**src/rtl/scariv_brtag_alloc_ctrl_if.sv**
```systemverilog
// Branch-tag allocator bus: dispatch allocation handshake, commit/flush frees,
// snapshot-RAM restore strobe and occupancy status.
interface scariv_brtag_alloc_ctrl_if #(
    parameter int ENTRY_SIZE  = 8,
    parameter int ALLOC_WIDTH = 2,
    parameter int PERF_W      = 32
);
    localparam int TAG_W = $clog2(ENTRY_SIZE);

    logic                   i_alloc_valid;
    logic [ALLOC_WIDTH-1:0] i_alloc_req;
    logic                   o_alloc_ready;
    logic [TAG_W-1:0]       o_alloc_brtag [ALLOC_WIDTH];

    logic                   i_cmt_valid;
    logic [TAG_W-1:0]       i_cmt_brtag;

    logic                   i_flush_valid;
    logic [TAG_W-1:0]       i_flush_brtag;

    logic                   o_restore_valid;
    logic [TAG_W-1:0]       o_restore_brtag;

    logic [ENTRY_SIZE-1:0]  o_busy;
    logic                   o_empty;
    logic                   o_full;
    logic [PERF_W-1:0]      o_stall_cycles;

    // Dispatch / branch-resolution side.
    modport master (
        output i_alloc_valid, i_alloc_req,
        output i_cmt_valid, i_cmt_brtag,
        output i_flush_valid, i_flush_brtag,
        input  o_alloc_ready, o_alloc_brtag,
        input  o_restore_valid, o_restore_brtag,
        input  o_busy, o_empty, o_full, o_stall_cycles
    );

    // Allocator side.
    modport slave (
        input  i_alloc_valid, i_alloc_req,
        input  i_cmt_valid, i_cmt_brtag,
        input  i_flush_valid, i_flush_brtag,
        output o_alloc_ready, o_alloc_brtag,
        output o_restore_valid, o_restore_brtag,
        output o_busy, o_empty, o_full, o_stall_cycles
    );
endinterface

```
**src/rtl/scariv_brtag_alloc_ctrl.sv**
```systemverilog
// Branch-tag allocator and snapshot restore sequencer for the rename snapshot RAMs.
// Optional stall counter enabled by defining SCARIV_BRTAG_ALLOC_PERF_EN.
//
// state   | meaning
// --------+---------------------------------------------------------------
// IDLE    | normal operation, allocation allowed
// RESTORE | one-cycle snapshot read strobe for the captured flush tag
module scariv_brtag_alloc_ctrl #(
    parameter int ENTRY_SIZE  = 8,
    parameter int ALLOC_WIDTH = 2,
    parameter int PERF_W      = 32
) (
    input logic                   i_clk,
    input logic                   i_reset,
    scariv_brtag_alloc_ctrl_if.slave bif
);
    localparam int TAG_W = $clog2(ENTRY_SIZE);
    localparam int CNT_W = $clog2(ALLOC_WIDTH + 1);

    typedef enum logic {
        IDLE    = 1'b0,
        RESTORE = 1'b1
    } state_t;

    state_t                state_q, state_d;
    logic [ENTRY_SIZE-1:0] busy_q, busy_d;
    logic [TAG_W-1:0]      tail_q, tail_d;
    logic [TAG_W-1:0]      restore_tag_q, restore_tag_d;

    logic [CNT_W-1:0]      alloc_cnt;
    logic                  alloc_ready;
    logic                  grant;
    logic [TAG_W-1:0]      flush_span;
    logic [ENTRY_SIZE-1:0] flush_mask;

    always_comb begin
        alloc_cnt = '0;
        for (int k = 0; k < ALLOC_WIDTH; k++) begin
            alloc_cnt = alloc_cnt + CNT_W'(bif.i_alloc_req[k]);
        end
    end

    // Strict in-order allocation: any busy slot in the tail window blocks the group.
    always_comb begin
        logic [TAG_W-1:0] slot;
        alloc_ready = (state_q == IDLE) && !bif.i_flush_valid;
        for (int k = 0; k < ALLOC_WIDTH; k++) begin
            slot = tail_q + TAG_W'(k);
            if ((CNT_W'(k) < alloc_cnt) && busy_q[slot]) begin
                alloc_ready = 1'b0;
            end
        end
    end

    always_comb begin
        for (int k = 0; k < ALLOC_WIDTH; k++) begin
            bif.o_alloc_brtag[k] = tail_q + TAG_W'(k);
        end
    end

    // Flushed range is the ring segment [flush_tag, tail). A zero span means the
    // flushed branch is the oldest of a full ring, so every slot is younger.
    always_comb begin
        logic [TAG_W-1:0] off;
        flush_span = tail_q - bif.i_flush_brtag;
        flush_mask = '0;
        for (int i = 0; i < ENTRY_SIZE; i++) begin
            off = TAG_W'(i) - bif.i_flush_brtag;
            if ((flush_span == '0) || (off < flush_span)) begin
                flush_mask[i] = 1'b1;
            end
        end
    end

    assign grant = bif.i_alloc_valid && alloc_ready;

    always_comb begin
        logic [TAG_W-1:0] slot;
        state_d       = state_q;
        busy_d        = busy_q;
        tail_d        = tail_q;
        restore_tag_d = restore_tag_q;
        slot          = '0;

        case (state_q)
            IDLE:    state_d = bif.i_flush_valid ? RESTORE : IDLE;
            RESTORE: state_d = bif.i_flush_valid ? RESTORE : IDLE;
            default: state_d = IDLE;
        endcase

        if (bif.i_cmt_valid) begin
            busy_d[bif.i_cmt_brtag] = 1'b0;
        end

        if (bif.i_flush_valid) begin
            busy_d        = busy_d & ~flush_mask;
            tail_d        = bif.i_flush_brtag + TAG_W'(1);
            restore_tag_d = bif.i_flush_brtag;
        end else if (grant) begin
            for (int k = 0; k < ALLOC_WIDTH; k++) begin
                slot = tail_q + TAG_W'(k);
                if (CNT_W'(k) < alloc_cnt) begin
                    busy_d[slot] = 1'b1;
                end
            end
            tail_d = tail_q + TAG_W'(alloc_cnt);
        end
    end

    always_ff @(posedge i_clk) begin
        if (i_reset) begin
            state_q       <= IDLE;
            busy_q        <= '0;
            tail_q        <= '0;
            restore_tag_q <= '0;
        end else begin
            state_q       <= state_d;
            busy_q        <= busy_d;
            tail_q        <= tail_d;
            restore_tag_q <= restore_tag_d;
        end
    end

    assign bif.o_alloc_ready   = alloc_ready;
    assign bif.o_restore_valid = (state_q == RESTORE);
    assign bif.o_restore_brtag = restore_tag_q;
    assign bif.o_busy          = busy_q;
    assign bif.o_empty         = ~|busy_q;
    assign bif.o_full          = &busy_q;

`ifdef SCARIV_BRTAG_ALLOC_PERF_EN
    logic [PERF_W-1:0] stall_q;

    always_ff @(posedge i_clk) begin
        if (i_reset) begin
            stall_q <= '0;
        end else if (bif.i_alloc_valid && !alloc_ready && !(&stall_q)) begin
            stall_q <= stall_q + PERF_W'(1);
        end
    end

    assign bif.o_stall_cycles = stall_q;
`else
    assign bif.o_stall_cycles = '0;
`endif

endmodule

```
**src/flat_wrapper.sv**
```systemverilog
// flat-port wrapper written by rule: the top's interface ports become plain ports
module scariv_brtag_alloc_ctrl_flat 
#(
    parameter int ENTRY_SIZE  = 8,
    parameter int ALLOC_WIDTH = 2,
    parameter int PERF_W      = 32
)
  (i_clk, i_reset, bif_i_alloc_valid, bif_i_alloc_req, bif_i_cmt_valid, bif_i_cmt_brtag, bif_i_flush_valid, bif_i_flush_brtag, bif_o_alloc_ready, bif_o_alloc_brtag, bif_o_restore_valid, bif_o_restore_brtag, bif_o_busy, bif_o_empty, bif_o_full, bif_o_stall_cycles);
  scariv_brtag_alloc_ctrl_if #(.ENTRY_SIZE(ENTRY_SIZE), .ALLOC_WIDTH(ALLOC_WIDTH), .PERF_W(PERF_W)) bif_i ();
  input logic i_clk;
  input logic i_reset;
  input wire logic [$bits(bif_i.i_alloc_valid)-1:0] bif_i_alloc_valid;
  input wire logic [$bits(bif_i.i_alloc_req)-1:0] bif_i_alloc_req;
  input wire logic [$bits(bif_i.i_cmt_valid)-1:0] bif_i_cmt_valid;
  input wire logic [$bits(bif_i.i_cmt_brtag)-1:0] bif_i_cmt_brtag;
  input wire logic [$bits(bif_i.i_flush_valid)-1:0] bif_i_flush_valid;
  input wire logic [$bits(bif_i.i_flush_brtag)-1:0] bif_i_flush_brtag;
  output wire logic [$bits(bif_i.o_alloc_ready)-1:0] bif_o_alloc_ready;
  output wire logic [$bits(bif_i.o_alloc_brtag)-1:0] bif_o_alloc_brtag;
  output wire logic [$bits(bif_i.o_restore_valid)-1:0] bif_o_restore_valid;
  output wire logic [$bits(bif_i.o_restore_brtag)-1:0] bif_o_restore_brtag;
  output wire logic [$bits(bif_i.o_busy)-1:0] bif_o_busy;
  output wire logic [$bits(bif_i.o_empty)-1:0] bif_o_empty;
  output wire logic [$bits(bif_i.o_full)-1:0] bif_o_full;
  output wire logic [$bits(bif_i.o_stall_cycles)-1:0] bif_o_stall_cycles;
  assign bif_i.i_alloc_valid = bif_i_alloc_valid;
  assign bif_i.i_alloc_req = bif_i_alloc_req;
  assign bif_i.i_cmt_valid = bif_i_cmt_valid;
  assign bif_i.i_cmt_brtag = bif_i_cmt_brtag;
  assign bif_i.i_flush_valid = bif_i_flush_valid;
  assign bif_i.i_flush_brtag = bif_i_flush_brtag;
  assign bif_o_alloc_ready = bif_i.o_alloc_ready;
  assign bif_o_alloc_brtag = {>>{bif_i.o_alloc_brtag}};
  assign bif_o_restore_valid = bif_i.o_restore_valid;
  assign bif_o_restore_brtag = bif_i.o_restore_brtag;
  assign bif_o_busy = bif_i.o_busy;
  assign bif_o_empty = bif_i.o_empty;
  assign bif_o_full = bif_i.o_full;
  assign bif_o_stall_cycles = bif_i.o_stall_cycles;
  scariv_brtag_alloc_ctrl #(.ENTRY_SIZE(ENTRY_SIZE), .ALLOC_WIDTH(ALLOC_WIDTH), .PERF_W(PERF_W)) u_core (.i_clk(i_clk), .i_reset(i_reset), .bif(bif_i));
endmodule
```
**config.mk**
```make
export PLATFORM = sky130hd
export DESIGN_NAME = scariv_brtag_alloc_ctrl_flat
export DESIGN_NICKNAME = d
export VERILOG_FILES = /design/src/rtl/scariv_brtag_alloc_ctrl_if.sv /design/src/rtl/scariv_brtag_alloc_ctrl.sv /design/src/flat_wrapper.sv
export SDC_FILE = /design/constraint.sdc
export NUM_CORES = 1
export LEC_CHECK = 0
export CORE_AREA = 2 2 71 73
export CTS_BUF_LIST = sky130_fd_sc_hd__clkbuf_4
export CTS_CLUSTER_DIAMETER = 40
export CTS_CLUSTER_SIZE = 20
export DETAILED_ROUTE_END_ITERATION = 16
export DIE_AREA = 0 0 73 75
export PLACE_DENSITY_LB_ADDON = 0.15
export RECOVER_POWER = 25
export SYNTH_ARGS = -nofsm -noshare
export SYNTH_HDL_FRONTEND = slang
export SYNTH_SLANG_ARGS = --single-unit
```
**constraint.sdc**
```tcl
create_clock -name i_clk -period 5.7 [get_ports i_clk]
set_input_delay 1.14 -clock i_clk [delete_from_list [all_inputs] [get_ports i_clk]]
set_output_delay 1.14 -clock i_clk [all_outputs]
set_load 0.01 [all_outputs]
```
## Yosys cells after proc, flatten, opt, wreduce, memory -nomap -nowiden

Cells that the tools add are included.

- Bits of input ports: 13
- Bits in latches: 0
- Register bits after elaboration: 15
- Word-level logic and storage cells: 91
- RAM bits: 0
- Memories kept: 0
- ROM bits: 0

- Reduce and logical (&&, ||, !) cells: 21
- $add $sub $neg: 13
- Shift operators: 0
- Multipliers: 0
- $lt $le $gt $ge: 16
- Muxes and demuxes: 30
- Div/mod/pow operators: 0
- Equal/unequal tests: 0
- Bitwise gates (word level): 7

Operators with widths:

| kind | number |
|---|---|
| $mux 8 | 7 |
| $lt 3x3->1 | 8 |
| $and 8x8->8 | 2 |
| $mux 1 | 16 |
| $not 8->8 | 2 |
| $or 8x8->8 | 2 |
| $lt 3x4->1 const B | 3 |
| $sub 3x3->3 const A | 4 |
| $demux 1 s3 | 3 |
| $ge 3x1->1 const B | 3 |
| $logic_or 1x1->1 | 8 |
| $reduce_and 8->1 | 1 |
| $reduce_or 8->1 | 1 |
| $logic_and 1x1->1 | 7 |
| $add 3x1->3 const B | 2 |
| $bmux 1 s3 | 2 |
| $mux 3 | 2 |
| $sub 1x3->3 const A | 2 |
| $sub 2x3->3 const A | 2 |
| $lt 1x2->1 const A | 2 |
| $add 3x2->3 | 1 |
| $logic_not 3->1 | 1 |
| $sub 3x3->3 | 1 |
| $add 1x1->2 | 1 |
| other kinds (3) | 4 |

## Logic depth before layout (Yosys ltp)

Gate-level depths: netlist (run 1).

- Depth in word-level cells: 15
- Mapped depth: 12
- Gate-level depth less buffers: 11

## Worst setup path before layout (run 1)

OpenSTA, ideal clock, no wires.

- Path type: input port to output port
- Start point: input port bif_i_alloc_req[0]
- End point: output port bif_o_alloc_ready
- Arrival: 2,283 ps
- Data required time: 4,560 ps
- Stages on the path: 7
- Path slack: 2,277 ps
- Cell sequence: inv_1 > ha_1 > clkbuf_1 > a221oi_1 > a211oi_4 > buf_6 > and2_1

- Word-level cells in the longest chain between the ends: 5

RTL lines:

| element | line | text |
|---|---|---|
| from (decl) | flat_wrapper.sv:13 | `input wire logic [$bits(bif_i.i_alloc_req)-1:0] bif_i_alloc_req;` |
| $add 1x1->2 * | scariv_brtag_alloc_ctrl.sv:39 | `alloc_cnt = alloc_cnt + CNT_W'(bif.i_alloc_req[k]);` |
| $lt 1x2->1 | scariv_brtag_alloc_ctrl.sv:49 | `if ((CNT_W'(k) < alloc_cnt) && busy_q[slot]) begin` |
| $logic_and 1x1->1 | scariv_brtag_alloc_ctrl.sv:49 |  |
| $mux 1 | scariv_brtag_alloc_ctrl.sv:49 |  |
| $mux 1 * | scariv_brtag_alloc_ctrl.sv:49 |  |
| to (decl) | flat_wrapper.sv:18 | `output wire logic [$bits(bif_i.o_alloc_ready)-1:0] bif_o_alloc_ready;` |

Every way passes the cells marked *; elsewhere a longest branch is shown, timed or not.

## Worst setup path in the final report (run 1)

Ends and elaborated chain as after synthesis.

==> results of run 1 <==
metal layers:
layer	up-vias	global-route usage [%]	wire, um
met5	-	0	0
li1	750	-	-
met3	4	2.68	172
met1	679	23.2	2060
met4	0	5.97	59
met2	47	25.8	1980
registers in the layout, summed over array words and instances, names as in the netlist:
signal                      cells
u_core.bif.o_busy               8
u_core.bif.o_restore_brtag      3
u_core.tail_q                   3
u_core.bif.o_restore_valid      1
final cells by class:
cell class              instances  area [um^2]
clock inverters                 1         5.00
clock buffers                   3         22.5
multi-input cells             167         1260
fillers                       490         2610
repair buffers                 35          345
inverters                      15         56.3
well taps                      54         67.6
flip-flops and latches         15          300
cell usage after synthesis, types with 5 or more instances:
| library cell | count |
|---|---|
| a221oi_2 | 8 |
| buf_4 | 32 |
| clkbuf_1 | 6 |
| dfxtp_1 | 15 |
| ha_1 | 14 |
| inv_1 | 13 |
| mux2i_1 | 5 |
| nand2_1 | 12 |
| nand3_1 | 6 |
| nand4_1 | 9 |
| nor2_1 | 11 |
| o21ai_0 | 11 |
power by group through the flow:
| stage | combinational (mW) | sequential [mW] | clock, mW |
|---|---|---|---|
| floorplan | 0.150 | 0.119 | 0 |
| global placement | 0.181 | 0.123 | 0 |
| detailed placement | 0.183 | 0.124 | 0 |
| CTS | 0.184 | 0.121 | 0.0662 |
| global route | 0.208 | 0.122 | 0.0704 |
| finish | 0.183 | 0.121 | 0.0632 |
critical path, delay by kind of cell:
family / cells / cell delay, ns
fa+ha+maj: 1 / 0.30
simple gates: 1 / 0.21
compound gates: 2 / 0.70
buf+inv: 3 / 1.04
worst max path at each step:
stage | start | to | slack (ns) | depth (start not counted)
4_1_cts | bif_i_alloc_req[1] | bif_o_alloc_ready | 1.20 | 7
3_5_place_dp | bif_i_alloc_req[1] | bif_o_alloc_ready | 1.20 | 7
2_1_floorplan | bif_i_alloc_req[0] | bif_o_alloc_ready | 2.28 | 7
5_1_grt | bif_i_alloc_req[1] | bif_o_alloc_ready | 1.04 | 7
6_report | bif_i_alloc_req[0] | bif_o_alloc_ready | 1.16 | 7
3_3_place_gp | bif_i_alloc_req[0] | bif_o_alloc_ready | 1.25 | 7
cell families after synthesis:
logic type      count (synthesis)
xor+xnor                        7
fa+ha+maj                      20
compound gates                 41
flops                          15
mux                             9
simple gates                   58
other cells                     1
buf+inv                        60
==> flow_summary.yaml, run 1 <==
cts:
  ctsHoldBuffers: 0
  cts_made_buffers: 3
  insertion_delay_ns: 0.29
  path_clk_slew_ns: 0.10
  cts_sinks: 15
  cts_tree: "yes"
  clk_path_buf_depth: 2
  cts_resized: 0
  htree_levels: 1
  post_cts_buffers: 0
  cts-root-buf: "clkbuf_4"
drt:
  drc: 0
  dr.pass1.iters: 4
  dr_total_vias: 1480
  drtIter0Drc: 140
  ant_nets: 0
  wl_um: 4280
  post_drt_wl_per_cell_um: 14.7
  avgViaCountPerCell: 5.10
run:
  cap_violations: 0
worst_setup_path:
  crit_path_max_fanout: 13
  end_kind: "output port"
  worst_path_most_repeated_cell: "clkdlybuf4s50_1"
  worst-r2r-setup-slack_ns: 2.44
  crit_chain: "clkdlybuf4s50_1 > inv_1 > ha_1 > a221oi_1 > a211oi_4 > and2_1 > clkdlybuf4s50_1"
  r2r_end: "u_core.bif.o_busy[5]"
  crit_required_ns: 4.56
  r2r_cells: 11
  r2r_start: "u_core.tail_q[0]"
  arrival_ns: 3.40
  crit_type: "in -> out"
  max_stage_delay_ns: 0.57
  start_kind: "primary input"
  slowest_stage: "a211oi_4"
synthesis:
  yosys.area_share.simple_pct: 17.3
  async_flop_share_pct: 0
  synth_top_family_by_area: "compound AO/OA/AOI/OAI gates"
  synthMuxAreaShare_pct: 7.14
  yosysWarningCount: 0
  syn-instance-count: 211
  synth_top_cell_by_area: "dfxtp_1"
  synthesis.area_um2: 1810
  synth_edf_count: 0
  synth_area_leaders: "dfxtp_1 17%, buf_4 13%, ha_1 9.7%"
  ys_seq_area_share_pct: 16.6
  yosysUniqueCellTypes: 52
  synth.top_cell.area_share_pct: 16.6
  ys_dominant_reg_cell: "dfxtp_1"
  synth_compound_area_share_pct: 20.6
  synth-xor-area-share_pct: 3.81
  synthAdderAreaFrac_pct: 14.1
  syn_area_per_cell_um2: 8.56
  ys_ff_latch: 15
layout:
  drive_above_1_share_pct: 9.75
  final_common_cell: "conb_1"
  postLayoutCoreUtil_pct: 44.1
  diodes: 0
  nets: 266
  instances_no_fill: 290
  final_cell_mix: "32 x conb_1, 27 x clkdlybuf4s50_1, 15 x dfxtp_1"
  syn_to_final_growth_pct: 13.7
  design_area_um2: 2050
grt:
  antenna_found_initial: 0
  grt_pass1_wl_um: 7030
  grt-ovfl-total: 0
  grt_pass1_vias: 1404
  grt_max_degree: 21
  track_usage_pct: 16.6
sta:
  holdWs_ns: 0.500
  maxSlewViolCount: 0
  hold_viol_final: 0
  period_needed_ns: 4.54
  fmax_mhz: 220
  setup_viol: 0
  fin_crit_sh_pct: 79.6
  worst_pin_slew_ns: 0.771
  grt_setup_unrepaired: "no"
  setup_slack_ns: 1.16
  finClkSkew_ns: 0.00292
  slew_headroom_pct: 48.4
  setup_tns_ns: 0
power_and_ir_drop:
  combinationalPowerShare_pct: 49.8
  switching_share_pct: 41.5
  p_total_mw: 0.367
  p_sw_mw: 0.152
  clkPwrFrac_pct: 17.2
  powerDensity_nw_per_um2: 179
  p_leak_nw: 0.843
  p_int_mw: 0.214
  seqPwrFrac_pct: 33.0
  irDropWorstVdd_uv: 78.1
die:
  pin_count: 66
  die_x_um: 73
  start_util_pct: 38.7
  dieArea_um2: 5480
  core_um2: 4660
  rows: 25
  die_y_um: 75
min_path:
  worst_hold_path.endpoint: "u_core.bif.o_restore_brtag[1]"
  holdCritPathClass: "reg -> reg"
  hp-start: "u_core.bif.o_restore_brtag[1]"
  hold_path_depth: 2
placement:
  place_congestion: 0.787
  place_ws_ns: 1.20
  port_buffers: 33
  hpwlAfterDp_um: 3240
  place_inst: 286
  placed_area_um2: 2030
run_status:
  outcome: "completed"
(Power assumes the default switching activity.)
==> inputs of run 2 (changes only) <==
clock period = 3.7 ns   (was 5.7 ns; I/O delays follow)
==> run 2 against run 1 <==
Effect of this change:
- sequential power is 47% higher
- hold slack about the same
- flip-flop and latch count is the same
- critical path type unchanged
- highest routed layer unchanged
==> flow_summary.yaml, run 2 (synthesis results as in run 1) <==
run_status:
  outcome: "completed"
power_and_ir_drop:
  p_leak_nw: 0.878
  combinationalPowerShare_pct: 51.8
  clkPwrFrac_pct: 17.9
  p_int_mw: 0.341
  irDropWorstVdd_uv: 122
  switching_share_pct: 41.9
  p_sw_mw: 0.246
  powerDensity_nw_per_um2: 278
  seqPwrFrac_pct: 30.3
die:
  core_um2: 4660
  dieArea_um2: 5480
  rows: 25
  die_y_um: 75
  pin_count: 66
  die_x_um: 73
  start_util_pct: 38.7
worst_setup_path:
  crit_type: "in -> out"
  crit_required_ns: 2.96
  start_kind: "primary input"
  end_kind: "output port"
  arrival_ns: 2.69
  crit_path_max_fanout: 8
layout:
  instances_no_fill: 298
  final_cell_mix: "32 x conb_1, 27 x clkdlybuf4s50_1, 15 x dfxtp_1"
  fillers: 479
  largest_reg_flops: 8
  final_common_cell: "conb_1"
  diodes: 0
  drive_above_1_share_pct: 12.3
  postLayoutCoreUtil_pct: 45.3
  syn_to_final_growth_pct: 16.8
  nets: 274
cts:
  cts_tree: "yes"
  clk_path_buf_depth: 2
  htree_levels: 1
  insertion_delay_ns: 0.30
  path_clk_slew_ns: 0.10
  ctsHoldBuffers: 0
  cts_resized: 0
  post_cts_buffers: 0
  cts_sinks: 15
  cts-root-buf: "clkbuf_4"
  cts_made_buffers: 3
sta:
  period_needed_ns: 3.43
  maxSlewViolCount: 0
  slew_headroom_pct: 22.6
  finClkSkew_ns: 0.00495
  grt_setup_unrepaired: "no"
  hold_viol_final: 0
  setup_tns_ns: 0
  worst_pin_slew_ns: 1.16
  setup_viol: 0
  fin_crit_sh_pct: 92.6
  fmax_mhz: 292
drt:
  drc: 0
  post_drt_wl_per_cell_um: 14.7
  wl_um: 4390
  dr_total_vias: 1520
  avgViaCountPerCell: 5.10
  dr.pass1.iters: 4
  ant_nets: 0
  drtIter0Drc: 191
min_path:
  holdCritPathClass: "reg -> reg"
grt:
  grt_pass1_vias: 1453
  antenna_found_initial: 0
  track_usage_pct: 17.1
  grt_pass1_wl_um: 7270
  grt_max_degree: 20
  grt-ovfl-total: 0
run:
  cap_violations: 0
placement:
  port_buffers: 33
  place_inst: 294
  hpwlAfterDp_um: 3370
  place_congestion: 0.852
==> run 2: worst max-delay path, cell delays in order <==
cell and delay, ns:
clkdlybuf4s50_1 0.48, inv_1 0.05, ha_1 0.28, a221oi_1 0.39
a211oi_4 0.11, and2_1 0.16, clkdlybuf4s50_1 0.48
==> run 2: final timing paths <==
path	start	endpoint	slack, ns	cells past startpoint
min	u_core.bif.o_restore_brtag[1]	u_core.bif.o_restore_brtag[1]	0.50	2
max	bif_i_alloc_req[0]	bif_o_alloc_ready	0.27	7
max reg2reg	u_core.tail_q[0]	u_core.bif.o_busy[5]	0.65	11
min reg2reg	u_core.bif.o_restore_brtag[1]	u_core.bif.o_restore_brtag[1]	0.50	2
==> run 2: layer usage <==
layer	up-vias	part of all wire [%]	global-route usage, %
li1	762	-	-
met1	692	44	22.7
met2	62	49	29.4
met3	4	5.7	2.81
met4	0	1.0	3.09
met5	-	0	0
==> run 2: final cells by class <==
class / count / area (um^2) / area share [%]
multi-input combinational: 167 / 1260 / 59.5
clock inverter: 1 / 5.00 / 0.237
timing repair buffer: 43 / 402 / 19.0
clock buffer: 3 / 22.5 / 1.07
sequential: 15 / 300 / 14.2
inverter: 15 / 56.3 / 2.67
tap: 54 / 67.6 / 3.20
==> run 2: through the flow <==
stage / power, mW / area, um^2 / hold WS [ns] / setup WS, ns
after CTS: 0.596 / 2110 / 0.513 / 0.247
after floorplan: 0.413 / 1920 / 0.531 / 0.898
after global placement: 0.484 / 2090 / 0.481 / 0.296
after global routing: 0.636 / 2110 / 0.551 / 0.156
final: 0.587 / 2110 / 0.501 / 0.273
after detailed placement: 0.485 / 2090 / 0.487 / 0.257
==> run 2: power by group through the flow <==
| stage | Combinational (mW) | Sequential [mW] | Clock (mW) |
|---|---|---|---|
| 2_1_floorplan | 0.231 | 0.183 | 0 |
| 3_3_place_gp | 0.302 | 0.182 | 0 |
| 5_1_grt | 0.342 | 0.179 | 0.115 |
| 3_5_place_dp | 0.303 | 0.182 | 0 |
| 4_1_cts | 0.307 | 0.178 | 0.111 |
| 6_report | 0.304 | 0.178 | 0.105 |
==> inputs of run 3 (changes only) <==
clock period = 4.2 ns   (was 3.7 ns; I/O delays follow)
==> run 3 against run 2 <==
Effect of this change:
- via count down 0.59%
- hold slack improved by 0.0020 ns
- die area unchanged
- first-iteration DRC count shrank 54%
- clock power down 17%
- cell area decreased by 1.8%
- combinational power is 16% lower
- sequential power is 9.6% lower
- cell count down 1.7%
- global-route usage shrank 0.91 points
- non-clock buffer count fell by 5
- total power is 14% lower
- critical endpoint unchanged
==> flow_summary.yaml, run 3 (synthesis results as in run 1) <==
worst_setup_path:
  crit_buf_inv: 3
  end_kind: "output port"
  crit_chain: "clkdlybuf4s50_1 > inv_1 > ha_1 > a221oi_1 > a211oi_4 > and2_1 > clkdlybuf4s50_1"
  crit_required_ns: 3.36
  slowest_stage: "clkdlybuf4s50_1"
  crit_family: "buffers and inverters"
  start_kind: "primary input"
  crit_type: "in -> out"
  arrival_ns: 2.82
  worst_path_most_repeated_cell: "clkdlybuf4s50_1"
  crit_path_max_fanout: 8
  max_stage_delay_ns: 0.48
layout:
  syn_to_final_growth_pct: 14.8
  diodes: 0
  instances_no_fill: 293
  nets: 269
  final_cell_mix: "32 x conb_1, 27 x clkdlybuf4s50_1, 15 x dfxtp_1"
  fillers: 491
  final_common_cell: "conb_1"
  largest_reg_flops: 8
  drive_above_1_share_pct: 10.5
sta:
  setup_viol: 0
  setup_tns_ns: 0
  fin_crit_sh_pct: 87.2
  slew_headroom_pct: 25.2
  maxSlewViolCount: 0
  worst_pin_slew_ns: 1.12
  grt_setup_unrepaired: "no"
  finClkSkew_ns: 0.00154
  hold_viol_final: 0
  period_needed_ns: 3.66
  fmax_mhz: 273
run_status:
  outcome: "completed"
drt:
  wl_um: 4180
  post_drt_wl_per_cell_um: 14.3
  drc: 0
  dr_total_vias: 1511
  avgViaCountPerCell: 5.16
  dr.pass1.iters: 4
  ant_nets: 0
  drtIter0Drc: 88
grt:
  track_usage_pct: 16.2
  grt_pass1_vias: 1339
  grt_max_degree: 20
  antenna_found_initial: 0
  grt_pass1_wl_um: 6840
  grt-ovfl-total: 0
cts:
  insertion_delay_ns: 0.28
  clk_path_buf_depth: 2
  htree_levels: 1
  cts_sinks: 15
  cts_tree: "yes"
  cts_resized: 0
  cts-root-buf: "clkbuf_4"
  path_clk_slew_ns: 0.10
  cts_made_buffers: 3
  post_cts_buffers: 0
  ctsHoldBuffers: 0
placement:
  place_inst: 289
  place_congestion: 0.803
  hpwlAfterDp_um: 3290
  port_buffers: 33
die:
  start_util_pct: 38.7
  rows: 25
  die_x_um: 73
  dieArea_um2: 5480
  pin_count: 66
  core_um2: 4660
  die_y_um: 75
power_and_ir_drop:
  powerDensity_nw_per_um2: 243
  irDropWorstVdd_uv: 125
  p_leak_nw: 0.853
run:
  cap_violations: 0
min_path:
  holdCritPathClass: "reg -> reg"
[run 3: worst paths after layout]
kind	startpoint	end	slack (ns)	depth (start not counted)
worst max register to register	u_core.tail_q[0]	u_core.bif.o_busy[5]	1.21	10
worst min-delay path	u_core.bif.o_restore_brtag[1]	u_core.bif.o_restore_brtag[1]	0.50	2
worst min register to register	u_core.bif.o_restore_brtag[1]	u_core.bif.o_restore_brtag[1]	0.50	2
worst max-delay path	bif_i_alloc_req[0]	bif_o_alloc_ready	0.54	7
[run 3: tightest hold or removal path: cells and delay by family, from the launching register on]
family | cells | cell delay (ns)
muxes | 1 | 0.06
and+or+nand+nor | 1 | 0.07
DFF | 1 | 0.34
[run 3: per-layer routing]
metal	global-route usage [%]	wire (um)
met5	0	0
met4	2.47	19
met3	2.14	255
met2	26.5	1990
met1	23.1	1910
[run 3: cell type report]
| class | count | area, um^2 | share of cell area [%] |
|---|---|---|---|
| multi-input combinational | 167 | 1260 | 60.6 |
| timing repair buffer | 38 | 364 | 17.6 |
| sequential | 15 | 300 | 14.5 |
| tap | 54 | 67.6 | 3.26 |
| inverter | 15 | 56.3 | 2.72 |
| clock buffer | 3 | 22.5 | 1.09 |
| clock inverter | 1 | 5.00 | 0.242 |
[run 3: where the power goes]
| part | leakage [nW] | switching (mW) | internal, mW |
|---|---|---|---|
| combinational | 0.713 | 0.146 | 0.109 |
| clock | 0.0177 | 0.0522 | 0.0353 |
| sequential | 0.123 | 0.0116 | 0.149 |
[run 3: stage by stage]
stage          utilization (%)  total power [mW]  area [um^2]  worst slack, ns  hold WS, ns
3_5_place_dp              43.9             0.420         2050            0.488        0.491
4_1_cts                   44.5             0.512         2080            0.527        0.517
3_3_place_gp              43.9             0.420         2050            0.518        0.482
6_report                  44.5             0.503         2070            0.538        0.503
5_1_grt                   44.5             0.549         2070            0.437        0.534
2_1_floorplan                -             0.364         1920             1.30        0.531
